[src/rtl/c_port_arbiter_pkg.sv]
// Shared types and constants for the C_* command-port arbiter.
package c_port_arbiter_pkg;

    localparam int ARB_TIMEOUT = 1023;

    typedef logic [1:0] Arb_State;

    localparam Arb_State IDLE  = 2'd0;
    localparam Arb_State ISSUE = 2'd1;
    localparam Arb_State WAIT  = 2'd2;
    localparam Arb_State RESP  = 2'd3;

    // Next round-robin start position; explicit compare so non-power-of-two N works.
    function automatic int rr_next(input int g, input int n);
        return (g == n - 1) ? 0 : g + 1;
    endfunction

endpackage

[src/rtl/c_port_arbiter_rr_pick.sv]
// Combinational round-robin selector: first set request at or after rr_ptr, wrapping.
module rr_pick #(
    parameter int N_REQ = 2
) (
    input  logic [N_REQ-1:0]         req,
    input  logic [$clog2(N_REQ)-1:0] rr_ptr,
    output logic                     any,
    output logic [$clog2(N_REQ)-1:0] idx
);

    localparam int IDX_W = $clog2(N_REQ);

    int pos;

    // Scan from the farthest offset down so the closest match to rr_ptr wins.
    always_comb begin
        any = 1'b0;
        idx = '0;
        pos = 0;
        for (int k = N_REQ - 1; k >= 0; k--) begin
            pos = int'(rr_ptr) + k;
            if (pos >= N_REQ) pos = pos - N_REQ;
            if (req[IDX_W'(pos)]) begin
                any = 1'b1;
                idx = IDX_W'(pos);
            end
        end
    end

endmodule

[src/rtl/c_port_arbiter.sv]
// Round-robin sharing of the single bridge C_* port with one outstanding transaction
// and a watchdog that turns a missing bridge response into an error response.
module c_port_arbiter
    import c_port_arbiter_pkg::*;
#(
    parameter int N_REQ   = 2,
    parameter int ADDR_W  = 8,
    parameter int DATA_W  = 32,
    parameter int TIMEOUT = ARB_TIMEOUT
) (
    input  logic                      clk,
    input  logic                      rst_n,
    input  logic [N_REQ-1:0]          req_valid,
    input  logic [N_REQ-1:0]          req_r_wb,
    input  logic [N_REQ*ADDR_W-1:0]   req_addr,
    input  logic [N_REQ*DATA_W-1:0]   req_data_w,
    output logic [N_REQ-1:0]          req_ready,
    output logic [N_REQ-1:0]          rsp_valid,
    output logic                      rsp_err,
    output logic [DATA_W-1:0]         rsp_data,
    output logic                      busy,
    output logic [$clog2(N_REQ)-1:0]  grant_id,
    output logic                      C_in_valid,
    output logic                      C_r_wb,
    output logic [ADDR_W-1:0]         C_addr,
    output logic [DATA_W-1:0]         C_data_w,
    input  logic                      C_out_valid,
    input  logic [DATA_W-1:0]         C_data_r
);

    localparam int IDX_W = $clog2(N_REQ);
    localparam int WD_W  = $clog2(TIMEOUT + 1);
    localparam logic [WD_W-1:0] WD_LAST = WD_W'(TIMEOUT - 1);

    // Widths follow the module parameters, so the command type lives here.
    typedef struct packed {
        logic              r_wb;
        logic [ADDR_W-1:0] addr;
        logic [DATA_W-1:0] data;
    } C_Cmd;

    Arb_State         state;
    logic [IDX_W-1:0] rr_ptr;
    logic [WD_W-1:0]  wdog;
    logic [WD_W-1:0]  wd_inc;
    C_Cmd             cmd;
    logic             pick_any;
    logic [IDX_W-1:0] pick_idx;

    rr_pick #(.N_REQ(N_REQ)) u_pick (
        .req    (req_valid),
        .rr_ptr (rr_ptr),
        .any    (pick_any),
        .idx    (pick_idx)
    );

    assign wd_inc   = (wdog == WD_LAST) ? wdog : wdog + 1'b1;
    assign C_r_wb   = cmd.r_wb;
    assign C_addr   = cmd.addr;
    assign C_data_w = cmd.data;

    // Pulses default low; each state raises only what it owns for one cycle.
    always_ff @(posedge clk) begin
        if (!rst_n) begin
            state      <= IDLE;
            rr_ptr     <= '0;
            wdog       <= '0;
            grant_id   <= '0;
            cmd        <= '0;
            req_ready  <= '0;
            rsp_valid  <= '0;
            rsp_err    <= 1'b0;
            rsp_data   <= '0;
            busy       <= 1'b0;
            C_in_valid <= 1'b0;
        end else begin
            req_ready  <= '0;
            rsp_valid  <= '0;
            C_in_valid <= 1'b0;
            case (state)
                IDLE: begin
                    if (pick_any) begin
                        grant_id   <= pick_idx;
                        cmd.r_wb   <= req_r_wb[pick_idx];
                        cmd.addr   <= req_addr[pick_idx*ADDR_W +: ADDR_W];
                        cmd.data   <= req_data_w[pick_idx*DATA_W +: DATA_W];
                        req_ready  <= N_REQ'(1) << pick_idx;
                        C_in_valid <= 1'b1;
                        busy       <= 1'b1;
                        state      <= ISSUE;
                    end
                end
                ISSUE: begin
                    wdog  <= '0;
                    state <= WAIT;
                end
                WAIT: begin
                    wdog <= wd_inc;
                    // A response in the timeout cycle still counts as a real response.
                    if (C_out_valid) begin
                        rsp_data  <= cmd.r_wb ? C_data_r : '0;
                        rsp_err   <= 1'b0;
                        rsp_valid <= N_REQ'(1) << grant_id;
                        state     <= RESP;
                    end else if (wd_inc == WD_LAST) begin
                        rsp_data  <= '0;
                        rsp_err   <= 1'b1;
                        rsp_valid <= N_REQ'(1) << grant_id;
                        state     <= RESP;
                    end
                end
                RESP: begin
                    rr_ptr <= IDX_W'(rr_next(int'(grant_id), N_REQ));
                    busy   <= 1'b0;
                    state  <= IDLE;
                end
                default: state <= IDLE;
            endcase
        end
    end

endmodule

[config.mk]
export PLATFORM = sky130hd
export DESIGN_NAME = c_port_arbiter
export DESIGN_NICKNAME = d
export VERILOG_FILES = /design/src/rtl/c_port_arbiter_pkg.sv /design/src/rtl/c_port_arbiter_rr_pick.sv /design/src/rtl/c_port_arbiter.sv
export SDC_FILE = /design/constraint.sdc
export NUM_CORES = 1
export LEC_CHECK = 0
export ABC_AREA = 1
export BUFFER_PORTS_ARGS = -buffer_cell sky130_fd_sc_hd__buf_2
export CAP_MARGIN = 20
export CORE_ASPECT_RATIO = 1.5
export CORE_MARGIN = 3
export CORE_UTILIZATION = 30
export DETAILED_ROUTE_END_ITERATION = 8
export PLACE_DENSITY = 0.6
export RECOVER_POWER = 100
export SLEW_MARGIN = 15
export SYNTH_ARGS = -nofsm -noshare
export SYNTH_HDL_FRONTEND = slang
export SYNTH_SLANG_ARGS = --single-unit
[constraint.sdc]
create_clock -name clk -period 2.1 [get_ports clk]
set_input_delay 0.21 -clock clk [delete_from_list [all_inputs] [get_ports clk]]
set_output_delay 0.21 -clock clk [all_outputs]
set_load 0.01 [all_outputs]
==> flow_summary.ini, run 1 <==
[status]
outcome = finished, final reports clean

[sta]
finalSetupViolations = 0
minimum_hold_slack_ns = 0.1492
setup_tns_ns = 0
finalHoldViolations = 0
skew_ns = 0.008667
max_slew.worst_pin.slew_ns = 0.6179
drv_slew = 0
period_minus_slack_ns = 1.967
timing.max_slew.rel_slack_pct = 58.76
finalWorstSetupSlack_ns = 0.1331
clock.fmax_mhz = 508.4
finalCritPeriodShare_pct = 93.66

[route]
drc_errors = 0
post_drt_via_cell_ratio = 4.708
drt_iter0_markers = 109
drt.antenna.violating_nets = 0
wirelength_um = 12070
firstDrtPassIters = 4
detailroute.via_count = 4336
wl_per_cell_um = 13.10

[floorplan]
placementRows = 52
start_util_pct = 30.77
design.core.area_um2 = 13530
ioPinCount = 200
x_dimension_of_the_die_um = 102.2
floorplan.die.height_um = 150.3
die-area_um2 = 15360

[power]
power-per-cell-area_nw_per_um2 = 1061
power_leakage_nw = 2.399
ir_drop_uv = 414.1

[synthesis]
yosys_register_bits = 94
yosys.area_share.adder_pct = 1.502
dominantRegCellSynth = sky130_fd_sc_hd__dfxtp_1
seq_area_frac_synth_pct = 45.19
synth-xor-area-share_pct = 0.2103
synth_cell_type_count = 33
synth_top_family_by_area = simple AND/OR/NAND/NOR gates
netlist_area_um2 = 4164
synthesis.nets = 691
synth.avg_cell_area_um2 = 7.344
synth_enable_flop_cells = 0
synth_cells = 567
synthSimpleGateAreaFrac_pct = 26.26
synth-compound-area-share_pct = 19.38
mux_contribution_to_synthesized_area_pct = 0
synth-async-reset-ratio_pct = 0
ys.warnings.count = 0

[placement]
portBuffers = 198
hpwl_um = 8789
globalplace.congestion = 0.7901
post-place-ws_ns = 0.03739

[critical_path]
kind_of_capture_point_of_the_worst_setup_path = flop
worst-setup-path-type = reg2reg
worst-endpoint-arrival_ns = 2.25
timing.critical_path.slowest_stage_cell = sky130_fd_sc_hd__dfxtp_4
crit_buf_inv = 4
crit_path_max_delay_family = simple AND/OR/NAND/NOR gates
cpPeakStageDelay_ns = 0.37
crit_path_max_fanout = 8
worst_setup_sp_type = flop
cpMostUsedCell = sky130_fd_sc_hd__nor2_2
cp.required_ns = 2.38
path_cells = inv_4 -> ha_4 -> inv_1 -> nor2_4 -> nand3_4 -> nand2_2 -> nand3_2 -> nor2_2 -> nand3_2 -> nand2_4 -> nand2_8 -> clkinv_8 -> clkbuf_16 -> nor2_2 -> nor2_2

[hold_path]
hp-class = in2reg

[grt]
track_usage_pct = 14.93
initial_antenna_violation_count = 0
vias_in_the_first_global_route = 3857
total_congestion_overflow = 0
grt_pass1_wl_um = 18280
grt_max_degree = 69

[clocking]
insertion_delay_ns = 0.34
postCtsHoldBufs = 0
clock_sinks = 94
tritoncts = yes
clock-root-buffer = sky130_fd_sc_hd__clkbuf_16
max-clock-path-buffers = 2
cts.reportedPaths.clkPinSlew_ns = 0.07
htree_levels = 3
cts_inserted_buffers = 9

[layout]
fin_nets = 877
syn_to_final_growth_pct = 37.26
layout-drive-gt1-share_pct = 26.39
n_fill_cell = 1476

[job]
max_cap_violations = 0
[report_power, final]
| part | leakage [nW] | switching (W) | internal [W] |
|---|---|---|---|
| combinational | 1.48 | 0.00124 | 0.000750 |
| clock | 0.147 | 0.000745 | 0.000947 |
| sequential | 0.774 | 0.000204 | 0.00218 |
[Yosys cell counts (2+ instances only)]
cell type,instances,share of area (%)
sky130_fd_sc_hd__nand2_1,122,11
sky130_fd_sc_hd__dfxtp_1,94,45
sky130_fd_sc_hd__nor2_1,56,5.0
sky130_fd_sc_hd__a21oi_1,55,6.6
sky130_fd_sc_hd__o21ai_0,45,5.4
sky130_fd_sc_hd__o22ai_1,43,6.5
sky130_fd_sc_hd__nand3_1,39,4.7
sky130_fd_sc_hd__clkbuf_1,27,2.4
sky130_fd_sc_hd__inv_1,24,2.2
sky130_fd_sc_hd__nor2_2,23,3.5
sky130_fd_sc_hd__buf_1,5,0.45
sky130_fd_sc_hd__ha_1,5,1.5
sky130_fd_sc_hd__buf_4,3,0.54
sky130_fd_sc_hd__clkinv_1,3,0.27
sky130_fd_sc_hd__nand2_2,3,0.45
sky130_fd_sc_hd__buf_2,2,0.24
sky130_fd_sc_hd__o21ai_2,2,0.42
[layout by cell type, fill, tap and decap left out, types with 3 or more instances in the layout]
cell                        synthesis  routed
sky130_fd_sc_hd__o22ai_1           43      43
sky130_fd_sc_hd__nor2_1            56      55
sky130_fd_sc_hd__nand2_1          122     116
sky130_fd_sc_hd__dfxtp_2            0       4
sky130_fd_sc_hd__nor2_4             1       3
sky130_fd_sc_hd__dfxtp_1           94      88
sky130_fd_sc_hd__nand3_1           39      38
sky130_fd_sc_hd__ha_1               5       3
sky130_fd_sc_hd__o21ai_0           45      45
sky130_fd_sc_hd__buf_4              3       6
sky130_fd_sc_hd__buf_2              2     117
sky130_fd_sc_hd__nor2_2            23      22
sky130_fd_sc_hd__a21oi_1           55      55
sky130_fd_sc_hd__inv_1             24      23
sky130_fd_sc_hd__buf_12             1       7
sky130_fd_sc_hd__clkbuf_1          27      82
sky130_fd_sc_hd__clkinv_1           3       3
sky130_fd_sc_hd__nand2_2            3       7
sky130_fd_sc_hd__clkbuf_16          0      11
[metal layers]
layer	track usage, %	part of all wire [%]
met1	17.51	41
met2	25.59	51
met3	3.199	6.1
met4	6.960	2.2
met5	0	0
[area by class of cell]
| type | instances | area (µm²) | share of cell area, % |
|---|---|---|---|
| multi-input cells | 404 | 2038 | 35.66 |
| flip-flops and latches | 94 | 1894 | 33.14 |
| repair buffers | 215 | 1147 | 20.07 |
| clock buffers | 10 | 229.0 | 4.006 |
| well taps | 162 | 202.7 | 3.546 |
| inverters | 29 | 123.9 | 2.167 |
| clock inverters | 6 | 77.57 | 1.357 |
| diodes | 1 | 2.502 | 0.04378 |
[worst paths after layout]
| path | cells past startpoint | from | slack [ns] | end |
|---|---|---|---|---|
| setup / recovery | 15 | wdog[0] | 0.13 | rsp_data[20] |
| hold reg to reg | 2 | rsp_data[12] | 0.47 | rsp_data[12] |
| hold / removal | 3 | req_data_w[6] | 0.15 | C_data_w[6] |
| setup reg to reg | 15 | wdog[0] | 0.13 | rsp_data[20] |
[flip-flops by register name, indices dropped and copies added, names as in the netlist, 2 cells and up]
name       flops
req_ready      2
rsp_data      32
wdog          10
C_data_w      32
state          2
rsp_valid      2
C_addr         8
[tightest hold or removal path, delay by kind of cell]
family                 cells  cell delay, ns
AO/OA/AOI/OAI              2            0.17
buffers and inverters      1            0.07
[metrics by stage]
| step | instance area (µm²) | total power [W] | utilization (%) | std cells |
|---|---|---|---|---|
| after floorplan | 4164 | 0.003603 | - | 567 |
| after global placement | 5344 | 0.004432 | 39.49 | 900 |
| after detailed placement | 5344 | 0.004438 | 39.49 | 900 |
| after CTS | 5650 | 0.006169 | 41.75 | 916 |
| after global routing | 5713 | 0.006509 | 42.22 | 920 |
| final | 5715 | 0.006066 | 42.23 | 921 |
[cell families (layout without fill, tap and decap cells)]
group,after synthesis,after routing
AO/OA/AOI/OAI,148,148
flip-flops,94,94
buffers and inverters,69,260
AND/OR/NAND/NOR,250,250
adder cells (fa/ha/maj),5,5
other,0,1
XOR/XNOR,1,1
[repair_timing]
action / 4_1_cts / 5_1_grt
setup buffers: 0 / 2
endpoints found under the setup margin: 0 / 34
resized for setup: 0 / 31
No activity file was read; power rests on OpenSTA's default activity.
==> run 2: changes to the inputs <==
- PLACE_DENSITY: 0.6 -> 0.53
==> run 2 against run 1 <==
Worst setup slack lost 0.018 ns. Sequential power about the same. Global-route usage up 0.79 points. Power decreased by 0.81%. Hold slack improved by 0.0033 ns. Final cell count is the same. Utilization decreased by 0.13 points. Clock skew increased by 0.0054 ns. Largest cell class unchanged.
==> flow_summary.ini, run 2 (same netlist as run 1, synthesis figures left out) <==
[grt]
total_congestion_overflow = 0
vias_in_the_first_global_route = 4112
initial_antenna_violation_count = 0
grt_pass1_wl_um = 19420
grt_max_degree = 85
track_usage_pct = 15.72

[layout]
layout_commonest_cell = sky130_fd_sc_hd__buf_2
postLayoutCoreUtil_pct = 42.10
finalNonFillerCells = 921
n_fill_cell = 1433
fin_nets = 878
syn_to_final_growth_pct = 36.84
layout.cells.most_common_list = sky130_fd_sc_hd__buf_2 (119), sky130_fd_sc_hd__nand2_1 (118), sky130_fd_sc_hd__dfxtp_1 (87), sky130_fd_sc_hd__clkbuf_1 (79)
layout-drive-gt1-share_pct = 26.91
regArea_um2 = 1896
area_of_the_multi_input_gates_um2 = 2061

[route]
drc_errors = 0
post_drt_via_cell_ratio = 4.826
drt_iter0_markers = 147
wl_per_cell_um = 13.69
detailroute.via_count = 4445
drt.antenna.violating_nets = 0
firstDrtPassIters = 4
wirelength_um = 12610

[clocking]
insertion_delay_ns = 0.35
clock-root-buffer = sky130_fd_sc_hd__clkbuf_16
cts.reportedPaths.clkPinSlew_ns = 0.07
cts_inserted_buffers = 9
max-clock-path-buffers = 2
postCtsHoldBufs = 0
htree_levels = 3
clock_sinks = 94
tritoncts = yes

[placement]
hpwl_um = 8848
globalplace.congestion = 0.8089
placedCellCount = 898
portBuffers = 198

[floorplan]
design.core.area_um2 = 13530
ioPinCount = 200
x_dimension_of_the_die_um = 102.2
start_util_pct = 30.77
placementRows = 52
floorplan.die.height_um = 150.3
die-area_um2 = 15360

[critical_path]
worst-endpoint-arrival_ns = 2.27
crit_path_max_delay_family = simple AND/OR/NAND/NOR gates
crit_buf_inv = 4
cp.required_ns = 2.39
timing.critical_path.slowest_stage_cell = sky130_fd_sc_hd__dfxtp_4
worst-setup-path-type = reg2reg
path_cells = inv_4 -> ha_4 -> inv_1 -> nor2_4 -> nand3_4 -> nand2_2 -> nand3_2 -> nor2_4 -> nand3_2 -> nand2_4 -> nand2_8 -> clkinv_8 -> clkbuf_16 -> nor2_1 -> nor2_1
r2r_slack_ns = 0.12
worst_setup_sp_type = flop
cpPeakStageDelay_ns = 0.37
kind_of_capture_point_of_the_worst_setup_path = flop
crit_path_max_fanout = 8

[sta]
unrepaired_setup_endpoints_after_global_routing = true
skew_ns = 0.01411
period_minus_slack_ns = 1.985
finalCritPeriodShare_pct = 94.52
max_slew.worst_pin.slew_ns = 0.7315
timing.max_slew.rel_slack_pct = 51.23
drv_slew = 0
finalSetupViolations = 0
finalHoldViolations = 0
clock.fmax_mhz = 503.8

[power]
power_leakage_nw = 2.398
power-per-cell-area_nw_per_um2 = 1056
ir_drop_uv = 514.4

[job]
max_cap_violations = 0

[hold_path]
hp-class = in2reg

[status]
outcome = finished, final reports clean
-- run 2: final cells by class --
| type | instances | area share [%] |
|---|---|---|
| Clock inverter | 5 | 1.164 |
| Antenna cell | 1 | 0.04392 |
| Multi-Input combinational cell | 404 | 36.17 |
| Tap cell | 162 | 3.557 |
| Sequential cell | 94 | 33.27 |
| Inverter | 29 | 2.174 |
| Clock buffer | 10 | 4.194 |
| Timing Repair Buffer | 216 | 19.43 |
-- run 2: metal layers --
metal	global-route usage [%]	part of all wire [%]	up-vias
li1	-	-	2263
met3	4.172	7.8	17
met2	26.63	50	175
met5	0	0	-
met1	18.61	40	1990
met4	6.435	2.1	0
-- run 2: stage by stage --
stage               setup TNS, ns  hold slack, ns  setup WS [ns]  total power, W  instance area (µm²)
floorplan                       0          0.3654         0.1959        0.003603                 4164
global placement                0          0.4482        0.08412        0.004335                 5279
detailed placement              0          0.4523       0.008278        0.004383                 5279
CTS                             0          0.1438       0.007766        0.006097                 5589
global route              -0.3037          0.1551       -0.03879        0.006429                 5695
finish                          0          0.1526         0.1151        0.006017                 5698
-- run 2: worst reg2reg max path: cells and delay by family, from the launching register on --
family,cells,cell delay (ns)
simple gates,10,1.08
buf+inv,4,0.37
flops,1,0.37
fa+ha+maj,1,0.12
-- run 2: timing repair --
item                       in CTS  in global routing
setup endpoints to repair      30                 33
cloned                          0                  2
pin swaps                       0                 12
gates resized for setup         3                 31
setup buffers                   0                  5
hold endpoints to repair        0                  0
-- run 2: path summary, 6_finish.rpt --
| check | start | cells past startpoint | endpoint |
|---|---|---|---|
| worst max-delay path | wdog[0] | 15 | rsp_data[16] |
| worst min-delay path | req_data_w[25] | 3 | C_data_w[25] |
| worst min register to register | rsp_data[28] | 2 | rsp_data[28] |
| worst max register to register | wdog[0] | 15 | rsp_data[16] |
-- run 2: power by group --
| group | total [W] | internal [W] | switching [W] |
|---|---|---|---|
| sequential | 0.00239 | 0.00218 | 0.000212 |
| combinational | 0.00194 | 0.000705 | 0.00123 |
| clock | 0.00168 | 0.000964 | 0.000720 |
==> run 3: changes to the inputs <==
- CORE_UTILIZATION: 30 -> 46
- PLACE_DENSITY: 0.53 -> 0.77
==> run 3 against run 2 <==
Register-to-register slack lost 0.06 ns. Sequential power barely moved. Hold slack better by 0.0096 ns. Clock-buffer cell count increased by 2. Global-route usage increased by 6.3 points. Critical endpoint is now rsp_data[8]. Largest cell class unchanged.
==> flow_summary.ini, run 3 (same netlist as run 1, synthesis figures left out) <==
[hold_path]
hold_start = req_data_w[30]
min_path_cells = 3
hp-class = in2reg
min_to = C_data_w[30]

[critical_path]
crit_path_max_fanout = 8
cpPeakStageDelay_ns = 0.37
path_cells = inv_4 -> ha_4 -> inv_2 -> nor2_4 -> nand3_4 -> nand2_2 -> nand2_2 -> nor2_4 -> nand3_2 -> nand2_4 -> nand2_8 -> clkinv_8 -> clkbuf_16 -> nor2_1 -> nor2_1
worst-endpoint-arrival_ns = 2.32
crit_buf_inv = 4
crit_path_max_delay_family = simple AND/OR/NAND/NOR gates
beginning_of_the_worst_register_to_register_path = wdog[0]
worst-setup-path-type = reg2reg
timing.critical_path.slowest_stage_cell = sky130_fd_sc_hd__dfxtp_4
reg2reg_depth = 15
kind_of_capture_point_of_the_worst_setup_path = flop
worst_setup_sp_type = flop
critical_path.reg2reg.endpoint = rsp_data[8]
r2r_slack_ns = 0.05
cp.required_ns = 2.37

[floorplan]
x_dimension_of_the_die_um = 83.69
design.core.area_um2 = 8618
floorplan.die.height_um = 122.5
ioPinCount = 200
die-area_um2 = 10250
placementRows = 41
start_util_pct = 48.32

[placement]
globalplace.congestion = 0.8718
hpwl_um = 8625
post_dp_cell_area_um2 = 5215
portBuffers = 198

[power]
report.power.total_w = 0.005822
power_leakage_nw = 2.371
power-per-cell-area_nw_per_um2 = 1037
ir_drop_uv = 679.3

[clocking]
postCtsHoldBufs = 0
clock_sinks = 94
tritoncts = yes
htree_levels = 3
cts.reportedPaths.clkPinSlew_ns = 0.07
max-clock-path-buffers = 2
insertion_delay_ns = 0.33
cts_inserted_buffers = 9
clock-root-buffer = sky130_fd_sc_hd__clkbuf_16

[sta]
finalHoldViolations = 0
finalSetupViolations = 0
minimum_hold_slack_ns = 0.1622
clock.fmax_mhz = 488.1
skew_ns = 0.007593
max_slew.worst_pin.slew_ns = 0.7237
timing.max_slew.rel_slack_pct = 51.75
drv_slew = 0
period_minus_slack_ns = 2.049
finalCritPeriodShare_pct = 97.56

[layout]
antenna_cells = 0
syn_to_final_growth_pct = 34.89
layout_commonest_cell = sky130_fd_sc_hd__buf_2
fin_nets = 876
fin_area_um2 = 5617
layout-drive-gt1-share_pct = 26.82
layout.cells.most_common_list = sky130_fd_sc_hd__buf_2 (117), sky130_fd_sc_hd__nand2_1 (113), sky130_fd_sc_hd__dfxtp_1 (87), sky130_fd_sc_hd__clkbuf_1 (84), sky130_fd_sc_hd__a21oi_1 (55)
n_fill_cell = 780

[route]
firstDrtPassIters = 5
drt_iter0_markers = 212
wl_per_cell_um = 14.42
drc_errors = 0
drt.antenna.violating_nets = 0
post_drt_via_cell_ratio = 5.333
detailroute.via_count = 4608
wirelength_um = 12460

[grt]
grt_pass1_wl_um = 18660
vias_in_the_first_global_route = 4140
total_congestion_overflow = 0
initial_antenna_violation_count = 0
track_usage_pct = 21.97
grt_max_degree = 85

[status]
outcome = finished, final reports clean

[job]
max_cap_violations = 0
run 3: worst register-to-register path, cell delays in order, from the launching register on:
cell and delay (ns):
sky130_fd_sc_hd__dfxtp_4 0.37, sky130_fd_sc_hd__inv_4 0.08, sky130_fd_sc_hd__ha_4 0.13, sky130_fd_sc_hd__inv_2 0.04
sky130_fd_sc_hd__nor2_4 0.11, sky130_fd_sc_hd__nand3_4 0.20, sky130_fd_sc_hd__nand2_2 0.15, sky130_fd_sc_hd__nand2_2 0.08
sky130_fd_sc_hd__nor2_4 0.09, sky130_fd_sc_hd__nand3_2 0.11, sky130_fd_sc_hd__nand2_4 0.15, sky130_fd_sc_hd__nand2_8 0.10
sky130_fd_sc_hd__clkinv_8 0.10, sky130_fd_sc_hd__clkbuf_16 0.15, sky130_fd_sc_hd__nor2_1 0.04, sky130_fd_sc_hd__nor2_1 0.09
run 3: area by class of cell:
class | count | area (µm²) | area share (%)
clock inverter | 4 | 30.03 | 0.5346
timing repair buffer | 214 | 1121 | 19.96
tap | 107 | 133.9 | 2.384
inverter | 29 | 123.9 | 2.205
sequential | 94 | 1896 | 33.75
clock buffer | 12 | 236.5 | 4.210
multi-input combinational | 404 | 2076 | 36.96
run 3: how the worst max path moves through the flow:
stage                       start      endpoint  slack (ns)  cells past startpoint
after CTS                 wdog[0]   rsp_data[4]       0.005                     15
after global routing      wdog[0]   rsp_data[0]       -0.05                     15
after global placement    wdog[0]   rsp_data[6]        0.06                     15
after floorplan           wdog[0]  rsp_data[17]        0.20                     15
after detailed placement  wdog[0]  rsp_data[28]       -0.04                     14
final                     wdog[0]   rsp_data[8]        0.05                     15
run 3: per-stage QoR:
step / TNS [ns] / setup WS, ns / std cells / utilization, %
6_report: 0 / 0.05114 / 864 / 65.17
5_1_grt: -0.9550 / -0.05432 / 864 / 65.17
4_1_cts: 0 / 0.004793 / 858 / 63.66
3_5_place_dp: -0.1254 / -0.03910 / 842 / 60.51
3_3_place_gp: 0 / 0.06379 / 842 / 60.51
2_1_floorplan: 0 / 0.1959 / 567 / -
run 3: layer usage:
layer / up-vias / global-route usage [%] / wire length, µm
li1: 2263 / - / -
met1: 2107 / 25.26 / 4671
met4: 0 / 9.256 / 394
met5: - / 0 / 0
met3: 36 / 5.776 / 894
met2: 202 / 38.55 / 6496
run 3: repair_timing:
action | 4_1_cts | 5_1_grt
gates cloned | 0 | 5
hold endpoints to repair | 0 | 0
endpoints found under the setup margin | 24 | 33
pin swaps | 1 | 15
resized for setup | 2 | 37
setup buffers | 0 | 1
run 3: where the power goes:
| group | switching (W) | internal, W | total, W |
|---|---|---|---|
| registers | 0.000222 | 0.00218 | 0.00240 |
| logic | 0.00125 | 0.000699 | 0.00195 |
| clock network | 0.000659 | 0.000810 | 0.00147 |
| total | 0.00213 | 0.00369 | 0.00582 |
